===== src/rtl/updown_counter_pkg.sv =====
// Shared constants and parameter legality check for the parametrised up/down counter.
// Imported by the counter top level and its next-value logic.
package updown_counter_pkg;

    localparam int CNT_WRAP = 0;
    localparam int CNT_SAT  = 1;

    // True when the range, step, reset value and mode form a usable counter.
    function automatic bit params_ok(
        input int width,
        input int min_val,
        input int max_val,
        input int step,
        input int saturate,
        input int reset_val
    );
        bit ok;
        ok = (width >= 1) && (width <= 30);
        ok = ok && (min_val >= 0) && (min_val < max_val);
        ok = ok && (max_val <= (1 << width) - 1);
        ok = ok && (step >= 1) && (step <= max_val - min_val);
        ok = ok && (saturate == CNT_WRAP || saturate == CNT_SAT);
        ok = ok && (reset_val >= min_val) && (reset_val <= max_val);
        return ok;
    endfunction

endpackage


===== src/rtl/updown_next_val.sv =====
// Combinational next-count logic: load clamping, step arithmetic one bit wider than the
// count, and bound-crossing detection in either wrap or saturate mode.
module updown_next_val
    import updown_counter_pkg::*;
#(
    parameter int WIDTH    = 4,
    parameter int MIN_VAL  = 0,
    parameter int MAX_VAL  = 2**WIDTH-1,
    parameter int STEP     = 1,
    parameter int SATURATE = CNT_WRAP
)(
    input  logic [WIDTH-1:0] i_count,
    input  logic             i_up,
    input  logic             i_down,
    input  logic             i_load,
    input  logic [WIDTH-1:0] i_load_val,
    output logic [WIDTH-1:0] o_next,
    output logic             o_evt
);

    localparam logic [WIDTH:0]   MIN_X  = (WIDTH+1)'(MIN_VAL);
    localparam logic [WIDTH:0]   MAX_X  = (WIDTH+1)'(MAX_VAL);
    localparam logic [WIDTH:0]   STEP_X = (WIDTH+1)'(STEP);
    localparam logic [WIDTH-1:0] MIN_W  = WIDTH'(MIN_VAL);
    localparam logic [WIDTH-1:0] MAX_W  = WIDTH'(MAX_VAL);

    logic [WIDTH:0]   w_cnt_x;
    logic [WIDTH:0]   w_load_x;
    logic [WIDTH:0]   w_up_sum;
    logic [WIDTH:0]   w_dn_diff;
    logic             w_up_cross;
    logic             w_dn_cross;
    logic [WIDTH-1:0] w_load_clamped;

    assign w_cnt_x   = {1'b0, i_count};
    assign w_load_x  = {1'b0, i_load_val};
    assign w_up_sum  = w_cnt_x + STEP_X;
    assign w_dn_diff = w_cnt_x - STEP_X;

    // Down crossing tested as count < MIN+STEP so the subtraction never has to go negative.
    assign w_up_cross = (w_up_sum > MAX_X);
    assign w_dn_cross = (w_cnt_x < (MIN_X + STEP_X));

    always_comb begin
        w_load_clamped = i_load_val;
        if (w_load_x > MAX_X) begin
            w_load_clamped = MAX_W;
        end else if (w_load_x < MIN_X) begin
            w_load_clamped = MIN_W;
        end
    end

    always_comb begin
        o_next = i_count;
        o_evt  = 1'b0;
        if (i_load) begin
            o_next = w_load_clamped;
        end else if (i_up) begin
            if (w_up_cross) begin
                o_evt  = 1'b1;
                o_next = (SATURATE == CNT_SAT) ? MAX_W : MIN_W;
            end else begin
                o_next = w_up_sum[WIDTH-1:0];
            end
        end else if (i_down) begin
            if (w_dn_cross) begin
                o_evt  = 1'b1;
                o_next = (SATURATE == CNT_SAT) ? MIN_W : MAX_W;
            end else begin
                o_next = w_dn_diff[WIDTH-1:0];
            end
        end
    end

endmodule


===== src/rtl/updown_counter_param.sv =====
// Parametrised up/down counter with load, limit flags, one-cycle bound event and sticky overflow.
// All outputs come straight from registers; next-value arithmetic lives in updown_next_val.
module updown_counter_param
    import updown_counter_pkg::*;
#(
    parameter int WIDTH     = 4,
    parameter int MIN_VAL   = 0,
    parameter int MAX_VAL   = 2**WIDTH-1,
    parameter int STEP      = 1,
    parameter int SATURATE  = CNT_WRAP,
    parameter int RESET_VAL = MIN_VAL
)(
    input  logic             clk,
    input  logic             reset,
    input  logic             enable,
    input  logic             up_en,
    input  logic             down_en,
    input  logic             load,
    input  logic [WIDTH-1:0] load_val,
    input  logic             clr_flags,
    output logic [WIDTH-1:0] count,
    output logic             at_max,
    output logic             at_min,
    output logic             wrap_evt,
    output logic             overflow
);

    if (!params_ok(WIDTH, MIN_VAL, MAX_VAL, STEP, SATURATE, RESET_VAL)) begin : g_bad_params
        $error("updown_counter_param: illegal WIDTH/MIN_VAL/MAX_VAL/STEP/SATURATE/RESET_VAL");
    end

    localparam logic [WIDTH-1:0] RESET_W = WIDTH'(RESET_VAL);
    localparam logic [WIDTH-1:0] MIN_W   = WIDTH'(MIN_VAL);
    localparam logic [WIDTH-1:0] MAX_W   = WIDTH'(MAX_VAL);

    logic [WIDTH-1:0] r_count;
    logic             r_at_max;
    logic             r_at_min;
    logic             r_wrap_evt;
    logic             r_overflow;

    logic [WIDTH-1:0] w_next;
    logic             w_evt;
    logic             w_up;
    logic             w_down;

    // Up has priority when both directions are requested.
    assign w_up   = enable & up_en;
    assign w_down = enable & down_en & ~up_en;

    updown_next_val #(
        .WIDTH    (WIDTH),
        .MIN_VAL  (MIN_VAL),
        .MAX_VAL  (MAX_VAL),
        .STEP     (STEP),
        .SATURATE (SATURATE)
    ) u_next_val (
        .i_count    (r_count),
        .i_up       (w_up),
        .i_down     (w_down),
        .i_load     (load),
        .i_load_val (load_val),
        .o_next     (w_next),
        .o_evt      (w_evt)
    );

    always_ff @(posedge clk) begin
        if (reset) begin
            r_count    <= RESET_W;
            r_at_max   <= (RESET_W == MAX_W);
            r_at_min   <= (RESET_W == MIN_W);
            r_wrap_evt <= 1'b0;
            r_overflow <= 1'b0;
        end else begin
            r_count    <= w_next;
            r_at_max   <= (w_next == MAX_W);
            r_at_min   <= (w_next == MIN_W);
            r_wrap_evt <= w_evt;
            // A new event beats a simultaneous clear.
            if (w_evt) begin
                r_overflow <= 1'b1;
            end else if (clr_flags) begin
                r_overflow <= 1'b0;
            end
        end
    end

    assign count    = r_count;
    assign at_max   = r_at_max;
    assign at_min   = r_at_min;
    assign wrap_evt = r_wrap_evt;
    assign overflow = r_overflow;

endmodule


===== config.mk =====
export PLATFORM = sky130hd
export DESIGN_NAME = updown_counter_param
export DESIGN_NICKNAME = d
export VERILOG_FILES = /design/src/rtl/updown_counter_pkg.sv /design/src/rtl/updown_next_val.sv /design/src/rtl/updown_counter_param.sv
export SDC_FILE = /design/constraint.sdc
export NUM_CORES = 1
export LEC_CHECK = 0
export BUFFER_PORTS_ARGS = -buffer_cell sky130_fd_sc_hd__buf_2
export CAP_MARGIN = 20
export CORE_AREA = 2 2 39 41
export DETAILED_ROUTE_END_ITERATION = 10
export DIE_AREA = 0 0 41 43
export GPL_TIMING_DRIVEN = 0
export PLACE_DENSITY_LB_ADDON = 0.15
export SYNTH_ARGS = -nofsm -noshare
export SYNTH_HDL_FRONTEND = slang
export SYNTH_SLANG_ARGS = --single-unit

===== constraint.sdc =====
create_clock -name clk -period 2.2 [get_ports clk]
set_input_delay 0.22 -clock clk [delete_from_list [all_inputs] [get_ports clk]]
set_output_delay 0.22 -clock clk [all_outputs]
set_load 0.03 [all_outputs]

Word-level counts from Yosys, hierarchy flattened
Cells that the tools add are included.
- mux-type cells: 14
- add/sub/neg operators: 2
- eq/ne operators: 1
- order comparisons: 4
- reductions and logical operators: 2
- bitwise gates (word level): 4
- operators by type and width (operator ; count):
    two-way mux 4 bit ; 7
    < comparator 4 x 1 -> 1 bit, second input constant ; 2
    two-way mux 1 bit ; 7
    adder 4 x 1 -> 5 bit, second input constant ; 1
    > comparator 5 x 4 -> 1 bit, second input constant ; 1
    equality test 4 bit, second input constant ; 1
    > comparator 4 bit, second input constant ; 1
    zero test 4 bit ; 1
    subtractor 4 x 1 -> 4 bit, second input constant ; 1
    AND 1 bit ; 3
    nonzero test 2 bit ; 1
    inverter 1 bit ; 1
- word-level logic and storage cells: 32
- flip-flop bits (word level): 8
- input bits: 11

Longest topological paths before layout
Gate-level depths: netlist (run 1).
- word-level depth: 6
- mapped depth: 7
- mapped depth without buffers: 7

Modules after synthesis
A second synthesis (run 1) with hierarchy kept.
- cell total of the unflattened synthesis: 61
- area total of the unflattened synthesis: 533.0 sq um
- modules (own cells, without submodules) (module ; instances ; cells an instance ; seq. area each (sq um) ; area an instance (sq um)):
    updown_next_val ; 1 ; 40 ; 0.0 ; 280.3
    updown_counter_param ; 1 ; 21 ; 160.2 ; 252.7

Worst setup path after synthesis (run 1)
OpenSTA, ideal clock, no wires.
- kind: reg2reg
- start point: register r_count[0], in the netlist count[0]
- end point: register r_at_min, in the netlist at_min
- period minus slack after synthesis: 2199 ps
- stages on the path, launching flop included: 8
- data arrival time: 2140 ps
- required time: 2140 ps
- path slack: 1 ps
- path through: dfxtp_1 inv_1 ha_1 or3b_1 a21oi_2 nor2_2 a311oi_2 a41o_1
- longest elaborated chain between the ends: 6
- elaborated cells on any way between the ends: 10
- classes of those cells: 2 x add/sub; 2 x order compare; 5 x mux; 1 x reduce/logical
- RTL lines (element ; line ; text):
    from (decl) ; updown_counter_param.sv:36 ; logic [WIDTH-1:0] r_count;
    from (signal assigned) ; updown_counter_param.sv:75 ; r_count <= w_next;
    adder 4 x 1 -> 5 bit, or another cell as far along ; updown_next_val.sv:37 ; assign w_up_sum = w_cnt_x + STEP_X;
    > comparator 5 x 4 -> 1 bit / two-way mux 4 bit (equally long branches) ; updown_next_val.sv:41, updown_next_val.sv:66 ;
    two-way mux 4 bit (on tied branches) ; updown_next_val.sv:59, updown_next_val.sv:65 ;
    two-way mux 4 bit * ; updown_next_val.sv:58 ; end else if (i_up) begin
    two-way mux 4 bit * ; updown_next_val.sv:56 ; if (i_load) begin
    zero test 4 bit * ; updown_counter_param.sv:77 ; r_at_min <= (w_next == MIN_W);
    to (signal assigned) ; updown_counter_param.sv:71 ; r_at_min <= (RESET_W == MIN_W);
    to (signal assigned) ; updown_counter_param.sv:77 ;
    to (decl) ; updown_counter_param.sv:38 ; logic r_at_min;
Mark *: on every way between the ends. The rest lies on a longest branch, timed or not.
A chain may end at the register's enable or synchronous reset.

Worst setup path in the final report (run 1)
- start point: register r_count[1], in the netlist count[1]
- end point: register r_at_min, in the netlist at_min
The elaborated chain is that of the path after synthesis.

==> results.toml, run 1 <==
[sta]
period_share_pct = 94.6
setup_violations = 0
finalMaxSlewViolations = 0
final.min_clock_period_ns = 2.08
worstMarginPinSlew_ns = 0.317
fin_setup_tns_ns = 0
finalHoldViolations = 0
maxSlewHeadroom_pct = 78.7
fin_skew_ns = 0.00464
max_freq_ghz = 0.481

[setup_path]
critPathRequiredTime_ns = 2.39
max_stage_delay_ns = 0.40
cpLargestDelayFamily = "compound AO/OA/AOI/OAI gates"
crit_chain = "inv_1 -> ha_1 -> or3b_1 -> a21oi_2 -> nor2_2 -> a221oi_2 -> a41o_1"
crit_buf_inv = 1
critPathArrivalTime_ns = 2.27
cp_slowest_cell = "dfxtp_2"
worstSetupStartpointType = "register"
critPathKind = "reg -> reg"
critPathMaxFanout = 7
endpoint_kind = "register"

[run_status]
outcome = "completed"

[routing]
drt_iter0_markers = 11
drc = 0
first_pass_iters = 4
routed_wl_um = 1170
ant_nets = 0
via_per_inst = 5.47
post_drt_wl_per_cell_um = 12.1
vias = 531

[global_routing]
antenna_found_initial = 0
grt_first_pass_wirelength_um = 1950
gr-total-overflow = 0
grt_pass1_vias = 441
grt_max_degree = 10
grt_use_total_pct = 15.9

[cells_and_area]
drive_above_1_share_pct = 34.6
antenna_cells = 0
nets = 97
postLayoutCellArea_um2 = 656
area_growth_pct = 26.6

[place]
place_hpwl_um = 912
port_buffers = 18
placed_area_um2 = 628
place_congestion = 0.730

[clock_tree]
holdBufCountCts = 0
clk_pin_slew_ns = 0.05
cts_setup_buffers = 0
numCtsBuffers = 3
cts.sinks = 8
htreeDepth = 1
clock_latency_ns = 0.25
root_buffer = "clkbuf_4"
cts_tree = "yes"
cts_buffer_depth = 2

[floorplanning]
start_util_pct = 37.4
ioPinCount = 19
die-area_um2 = 1760
fp.dieH_um = 43
row_count = 14
design.core.area_um2 = 1380
die_x_um = 41

[synth]
yosysTopAreaCellShare_pct = 30.9
synth_nets = 74
ys.flop_type = "dfxtp_1"
synth_cell_type_count = 29
synthArstFlopShare_pct = 0
synth_area_um2 = 518
synth_warnings = 0
seq_area_frac_synth_pct = 30.9
synthTopCellsByCount = "dfxtp_1 (8), nor2_1 (8), inv_1 (4), nand2_1 (4)"
synth_top_area_cell = "dfxtp_1"
synth-edff-count = 0
synthTopCellsByArea = "dfxtp_1 (31%), ha_1 (7.2%), nor2_1 (5.8%), a41o_1 (3.9%), o221ai_1 (3.4%)"
synth_cells = 60
syn_area_per_cell_um2 = 8.63
synth-seq-cells = 8

[power]
power.density_nw_per_um2 = 574
power_leakage_nw = 0.300
vdd_drop_max_v = 0.000348

[hold_path]
hold_class = "in -> reg"

[job]
max-cap-violations = 0
-- repair_timing --
item / 4_1_cts / 5_1_grt
endpoints found under the setup margin: 2 / 4
pin swaps: 0 / 2
gates resized for setup: 1 / 2
-- flip-flops by register name (all words and copies together) (netlist names) --
name and flops:
overflow 1, at_min 1, wrap_evt 1, at_max 1
count 4
-- kinds of logic (layout without fill, tap and decap cells) --
group	count (synthesis)	in the layout	share of synthesized area (%)
xor+xnor	1	1	1.69
compound gates	18	18	29.9
buf+inv	4	25	2.90
fa+ha+maj	3	3	7.25
flops	8	8	30.9
simple gates	26	26	27.3
-- final cells by class --
class                      count  area (um^2)
fill                         145          728
multi-input combinational     48          343
sequential                     8          165
timing repair buffer          18         90.1
clock buffer                   3         22.5
tap                           16         20.0
inverter                       4         15.0
-- path summary, 6_finish.rpt --
| path | start | end | slack (ns) | cells after the start |
|---|---|---|---|---|
| max | count[1] | at_min | 0.12 | 7 |
| min | reset | count[1] | 0.22 | 2 |
| max reg2reg | count[1] | at_min | 0.12 | 7 |
| min reg2reg | overflow | overflow | 0.45 | 1 |
-- stage by stage --
stage | total power, W | utilization [%] | std cells | setup WS [ns] | hold slack (ns)
floorplan | 0.000237 | - | 60 | 0.000504 | 0.292
global placement | 0.000270 | 45.4 | 94 | -0.0208 | 0.430
detailed placement | 0.000271 | 45.4 | 94 | -0.0577 | 0.443
CTS | 0.000383 | 47.1 | 97 | 0.0215 | 0.218
global route | 0.000407 | 47.4 | 97 | -0.00942 | 0.224
finish | 0.000377 | 47.4 | 97 | 0.119 | 0.216
-- cell usage in the layout (no fill, tap or decap), drive strengths merged, types with 2 or more instances in the layout --
cell,instances
a21oi,4
nand2,4
nand3,3
dfxtp,8
and2,2
clkbuf,3
a41o,2
inv,4
o221ai,2
nor3,2
buf,18
o21ai,3
nor2,9
ha,3
-- layer usage --
metal,track usage [%],routed length [um]
met2,21.6,541
met5,0,0
met1,23.9,571
met4,2.00,0
met3,6.28,58
-- report_power, final --
group	total [W]	switching, W	internal [W]
logic	0.000103	0.0000616	0.0000414
clock network	0.000108	0.0000457	0.0000621
registers	0.000166	0.0000120	0.000154
Power figures use the tool's default switching activity.
==> inputs of run 2 (changes only) <==
Settings changed: CELL_PAD_IN_SITES_DETAIL_PLACEMENT from default to 0, CELL_PAD_IN_SITES_GLOBAL_PLACEMENT from default to 1, CORE_AREA 2 2 39 41 to default, CORE_MARGIN from default to 2, CORE_UTILIZATION from default to 33, DIE_AREA 0 0 41 43 to default.
==> run 2 against run 1 <==
  * Worst hold slack improved by 0.017 ns
  * Fmax increased by 1.7%
  * Cell area increased by 1.5%
  * Setup slack improved by 0.034 ns
  * Sequential power about the same
  * Register-to-register slack improved by 0.03 ns
  * Critical path depth unchanged
  * First-iteration DRC count decreased by 18%
  * Die area increased by 7.9%
  * Sequential share of layout area decreased by 0.75 points
  * Critical endpoint unchanged
  * Largest cell class unchanged
  * Largest power group unchanged
==> results.toml, run 2 (synthesized netlist as in run 1, its figures left out) <==
[clock_tree]
numCtsBuffers = 3
cts_tree = "yes"
cts.sinks = 8
htreeDepth = 1
cts_setup_buffers = 0
root_buffer = "clkbuf_4"
clock_latency_ns = 0.25
clk_pin_slew_ns = 0.05
cts_buffer_depth = 2

[floorplanning]
design.core.area_um2 = 1490
fp.dieH_um = 43.6
die-area_um2 = 1900
start_util_pct = 34.8
ioPinCount = 19
row_count = 14
die_x_um = 43.6

[place]
place_congestion = 0.784
port_buffers = 18
place_hpwl_um = 967
pre_cts_slack_ns = -0.0384
placed_area_um2 = 628
dp.cells = 94

[setup_path]
cp_slowest_cell = "dfxtp_2"
crit_chain = "inv_1 -> ha_4 -> or3b_1 -> a21oi_2 -> nor2_2 -> a221oi_2 -> a41o_1"
max_stage_delay_ns = 0.40
critPathMaxFanout = 8
critPathRequiredTime_ns = 2.39
cpLargestDelayFamily = "compound AO/OA/AOI/OAI gates"
endpoint_kind = "register"
critPathArrivalTime_ns = 2.24
crit_buf_inv = 1
critPathKind = "reg -> reg"
worstSetupStartpointType = "register"

[cells_and_area]
final_common_cell = "buf_2"
nets = 97
postLayoutCellArea_um2 = 666
n_fill_cell = 157
area_growth_pct = 28.5
antenna_cells = 0
layout_common_cells = "buf_2 (18), nor2_1 (8), dfxtp_1 (6)"
largest_reg_flops = 4
fin_cells = 97
drive_above_1_share_pct = 35.8

[sta]
fin_skew_ns = 0.00356
rsz0062_at_grt = "false"
maxSlewHeadroom_pct = 78.0
final.min_clock_period_ns = 2.05
setup_violations = 0
finalMaxSlewViolations = 0
finalHoldViolations = 0
period_share_pct = 93.1
fin_ws_ns = 0.153
worstMarginPinSlew_ns = 0.330
max_freq_ghz = 0.488

[power]
power.density_nw_per_um2 = 577
power_leakage_nw = 0.301
p_sw_share_pct = 31.7
pwr-share-seq_pct = 43.3
vdd_drop_max_v = 0.000291
p_clk_share_pct = 27.9
p_sw_w = 0.000122
power.internal_w = 0.000262
pwr-share-comb_pct = 28.8

[global_routing]
grt_max_degree = 10
antenna_found_initial = 0
grt_first_pass_wirelength_um = 2120
grt_pass1_vias = 517
grt_use_total_pct = 14.7
gr-total-overflow = 0

[routing]
ant_nets = 0
post_drt_wl_per_cell_um = 13.3
via_per_inst = 5.49
vias = 533
first_pass_iters = 4
routed_wl_um = 1290
drc = 0
drt_iter0_markers = 9

[hold_path]
hold_class = "in -> reg"

[job]
max-cap-violations = 0

[run_status]
outcome = "completed"
[run 2: changes by cell type in the layout (fill, tap and decap cells not counted)]
cell	before	now
dfxtp_2	1	2
dfxtp_4	1	0
ha_1	3	2
ha_4	0	1
[run 2: path summary, 6_finish.rpt]
| check | startpoint | to | slack (ns) | cells past startpoint |
|---|---|---|---|---|
| worst max-delay path | count[0] | at_min | 0.15 | 7 |
| worst min-delay path | reset | count[0] | 0.23 | 2 |
| worst max register to register | count[0] | at_min | 0.15 | 7 |
| worst min register to register | overflow | overflow | 0.46 | 1 |
[run 2: layer usage]
layer | vias up | track usage, % | routed length (um)
li1 | 271 | - | -
met2 | 11 | 21.8 | 584
met4 | 0 | 3.64 | 17
met5 | - | 0 | 0
met3 | 2 | 6.67 | 76
met1 | 249 | 19.5 | 614
[run 2: layout make-up]
cell class                 instances  area, um^2  area share [%]
clock buffer                       3        22.5            3.38
inverter                           4        15.0            2.26
sequential                         8         163            24.4
timing repair buffer              18        90.1            13.5
tap                               16        20.0            3.01
multi-input combinational         48         355            53.4
[run 2: timing repair]
item                                   in CTS  in global routing
endpoints found under the hold margin       0                  0
gates resized for setup                     1                  2
pin swaps                                   0                  2
hold buffers                                0                  0
gates cloned                                0                  0
setup endpoints to repair                   2                  3
[run 2: power groups by stage]
stage          clock [W]  sequential (W)  combinational (W)
6_report        0.000107        0.000166           0.000111
5_1_grt         0.000122        0.000168           0.000122
4_1_cts         0.000116        0.000166           0.000104
3_5_place_dp           0        0.000168           0.000104
3_3_place_gp           0        0.000169           0.000104
2_1_floorplan          0        0.000182          0.0000547
[run 2: stage by stage]
stage	TNS (ns)	power (W)	utilization, %	hold WS [ns]
6_report	0	0.000384	44.7	0.233
2_1_floorplan	0	0.000237	-	0.292
3_5_place_dp	-0.0474	0.000272	42.2	0.445
4_1_cts	0	0.000386	43.8	0.223
3_3_place_gp	-0.0398	0.000273	42.2	0.433
5_1_grt	0	0.000411	44.7	0.236
==> inputs of run 3 (changes only) <==
Settings changed: CORE_MARGIN 2 to 3.
==> run 3 against run 2 <==
  * Non-clock buffer count unchanged
  * First-iteration DRC count down 11%
  * Cell area up 0.56%
  * Critical path type unchanged
  * Critical endpoint unchanged
  * Largest power group unchanged
  * Highest routed layer is now met3
==> results.toml, run 3 (synthesized netlist as in run 1, its figures left out) <==
[cells_and_area]
final_common_cell = "buf_2"
fin_cells = 96
layout_common_cells = "buf_2 (18), nor2_1 (8), dfxtp_1 (6)"
n_fill_cell = 136
nets = 97
final_util_pct = 48.4
antenna_cells = 0
largest_reg_flops = 4
drive_above_1_share_pct = 35.8
area_growth_pct = 29.2

[sta]
maxSlewHeadroom_pct = 76.6
worstMarginPinSlew_ns = 0.349
setup_violations = 0
period_share_pct = 93.3
holdWs_ns = 0.221
max_freq_ghz = 0.487
final.min_clock_period_ns = 2.05
finalHoldViolations = 0
rsz0062_at_grt = "false"
finalMaxSlewViolations = 0
fin_skew_ns = 0.00541

[setup_path]
ff2ff_path_depth = 7
endpoint_kind = "register"
critPathKind = "reg -> reg"
critPathMaxFanout = 8
critPathArrivalTime_ns = 2.24
max_stage_delay_ns = 0.39
worstSetupStartpointType = "register"
worst-r2r-setup-slack_ns = 0.15
cp_slowest_cell = "dfxtp_4"
crit_chain = "inv_1 -> ha_4 -> or3b_1 -> a21oi_2 -> nor2_2 -> a221oi_2 -> a41o_1"
r2r_end = "at_min"
reg2reg_from = "count[0]"
critPathRequiredTime_ns = 2.39

[global_routing]
gr-total-overflow = 0
antenna_found_initial = 0
grt_use_total_pct = 14.3
grt_pass1_vias = 477
grt_first_pass_wirelength_um = 2140
grt_max_degree = 10

[clock_tree]
clk_pin_slew_ns = 0.05
root_buffer = "clkbuf_4"
cts_setup_buffers = 0
cts.sinks = 8
clock_latency_ns = 0.25
holdBufCountCts = 0
htreeDepth = 1
cts_tree = "yes"
cts_buffer_depth = 2
numCtsBuffers = 3

[place]
place_hpwl_um = 1040
dp.cells = 93
place_congestion = 0.728
port_buffers = 18

[routing]
drc = 0
via_per_inst = 5.52
ant_nets = 0
post_drt_wl_per_cell_um = 13.7
vias = 530
drt_iter0_markers = 8
routed_wl_um = 1320
first_pass_iters = 4

[floorplanning]
die-area_um2 = 2080
design.core.area_um2 = 1380
start_util_pct = 37.5
fp.dieH_um = 45.6
row_count = 13
ioPinCount = 19
die_x_um = 45.6

[job]
max-cap-violations = 0

[power]
vdd_drop_max_v = 0.000357
power_leakage_nw = 0.301
power.density_nw_per_um2 = 574

[hold_path]
hold_class = "in -> reg"
worstHoldEndpoint = "count[1]"
hp-start = "reset"
min_path_cells = 2

[run_status]
outcome = "completed"
[run 3: cell type report]
class,instances,area [um^2],share of cell area (%)
multi-input combinational,48,355,53.1
sequential,8,168,25.0
timing repair buffer,18,90.1,13.5
clock buffer,3,22.5,3.36
tap,15,18.8,2.80
inverter,4,15.0,2.24
[run 3: worst max path at each step]
| stage | cells past startpoint | end | start |
|---|---|---|---|
| 2_1_floorplan | 7 | at_min | count[0] |
| 3_3_place_gp | 7 | at_min | count[0] |
| 3_5_place_dp | 7 | at_min | count[0] |
| 4_1_cts | 7 | at_min | count[0] |
| 5_1_grt | 7 | at_min | count[0] |
| 6_report | 7 | at_min | count[0] |
[run 3: timing repair]
item / CTS / global route
endpoints found under the setup margin: 2 / 2
gates resized for setup: 2 / 3
pin swaps: 0 / 2
endpoints found under the hold margin: 0 / 0
[run 3: stage by stage]
step	power, W	setup TNS, ns	cell area [um^2]	worst slack [ns]
2_1_floorplan	0.000237	0	518	0.000504
3_3_place_gp	0.000272	-0.0640	627	-0.0464
3_5_place_dp	0.000274	-0.0508	627	-0.0427
4_1_cts	0.000383	0	652	0.0572
5_1_grt	0.000411	0	669	0.0276
6_report	0.000384	0	669	0.148
[run 3: report_power, final]
part	leakage (nW)	switching (W)	internal [W]	total (W)
Combinational	0.221	0.0000642	0.0000461	0.000110
Sequential	0.0671	0.0000129	0.000153	0.000166
Clock	0.0138	0.0000456	0.0000621	0.000108
Total	0.301	0.000123	0.000262	0.000384
[run 3: worst max-delay path: cells and delay by family (launching register included)]
kind,cells,cell delay [ns]
AND/OR/NAND/NOR,2,0.48
flip-flops,1,0.39
AO/OA/AOI/OAI,3,0.76
adder cells (fa/ha/maj),1,0.29
buffers and inverters,1,0.09
[run 3: metal layers]
metal  up-vias  GRT usage, %  share of wire (%)
li1        270             -                  -
met1       251          18.6                 49
met2         9          23.4                 47
met3         0          4.74                3.4
met4         0          1.75                  0
met5         -             0                  0
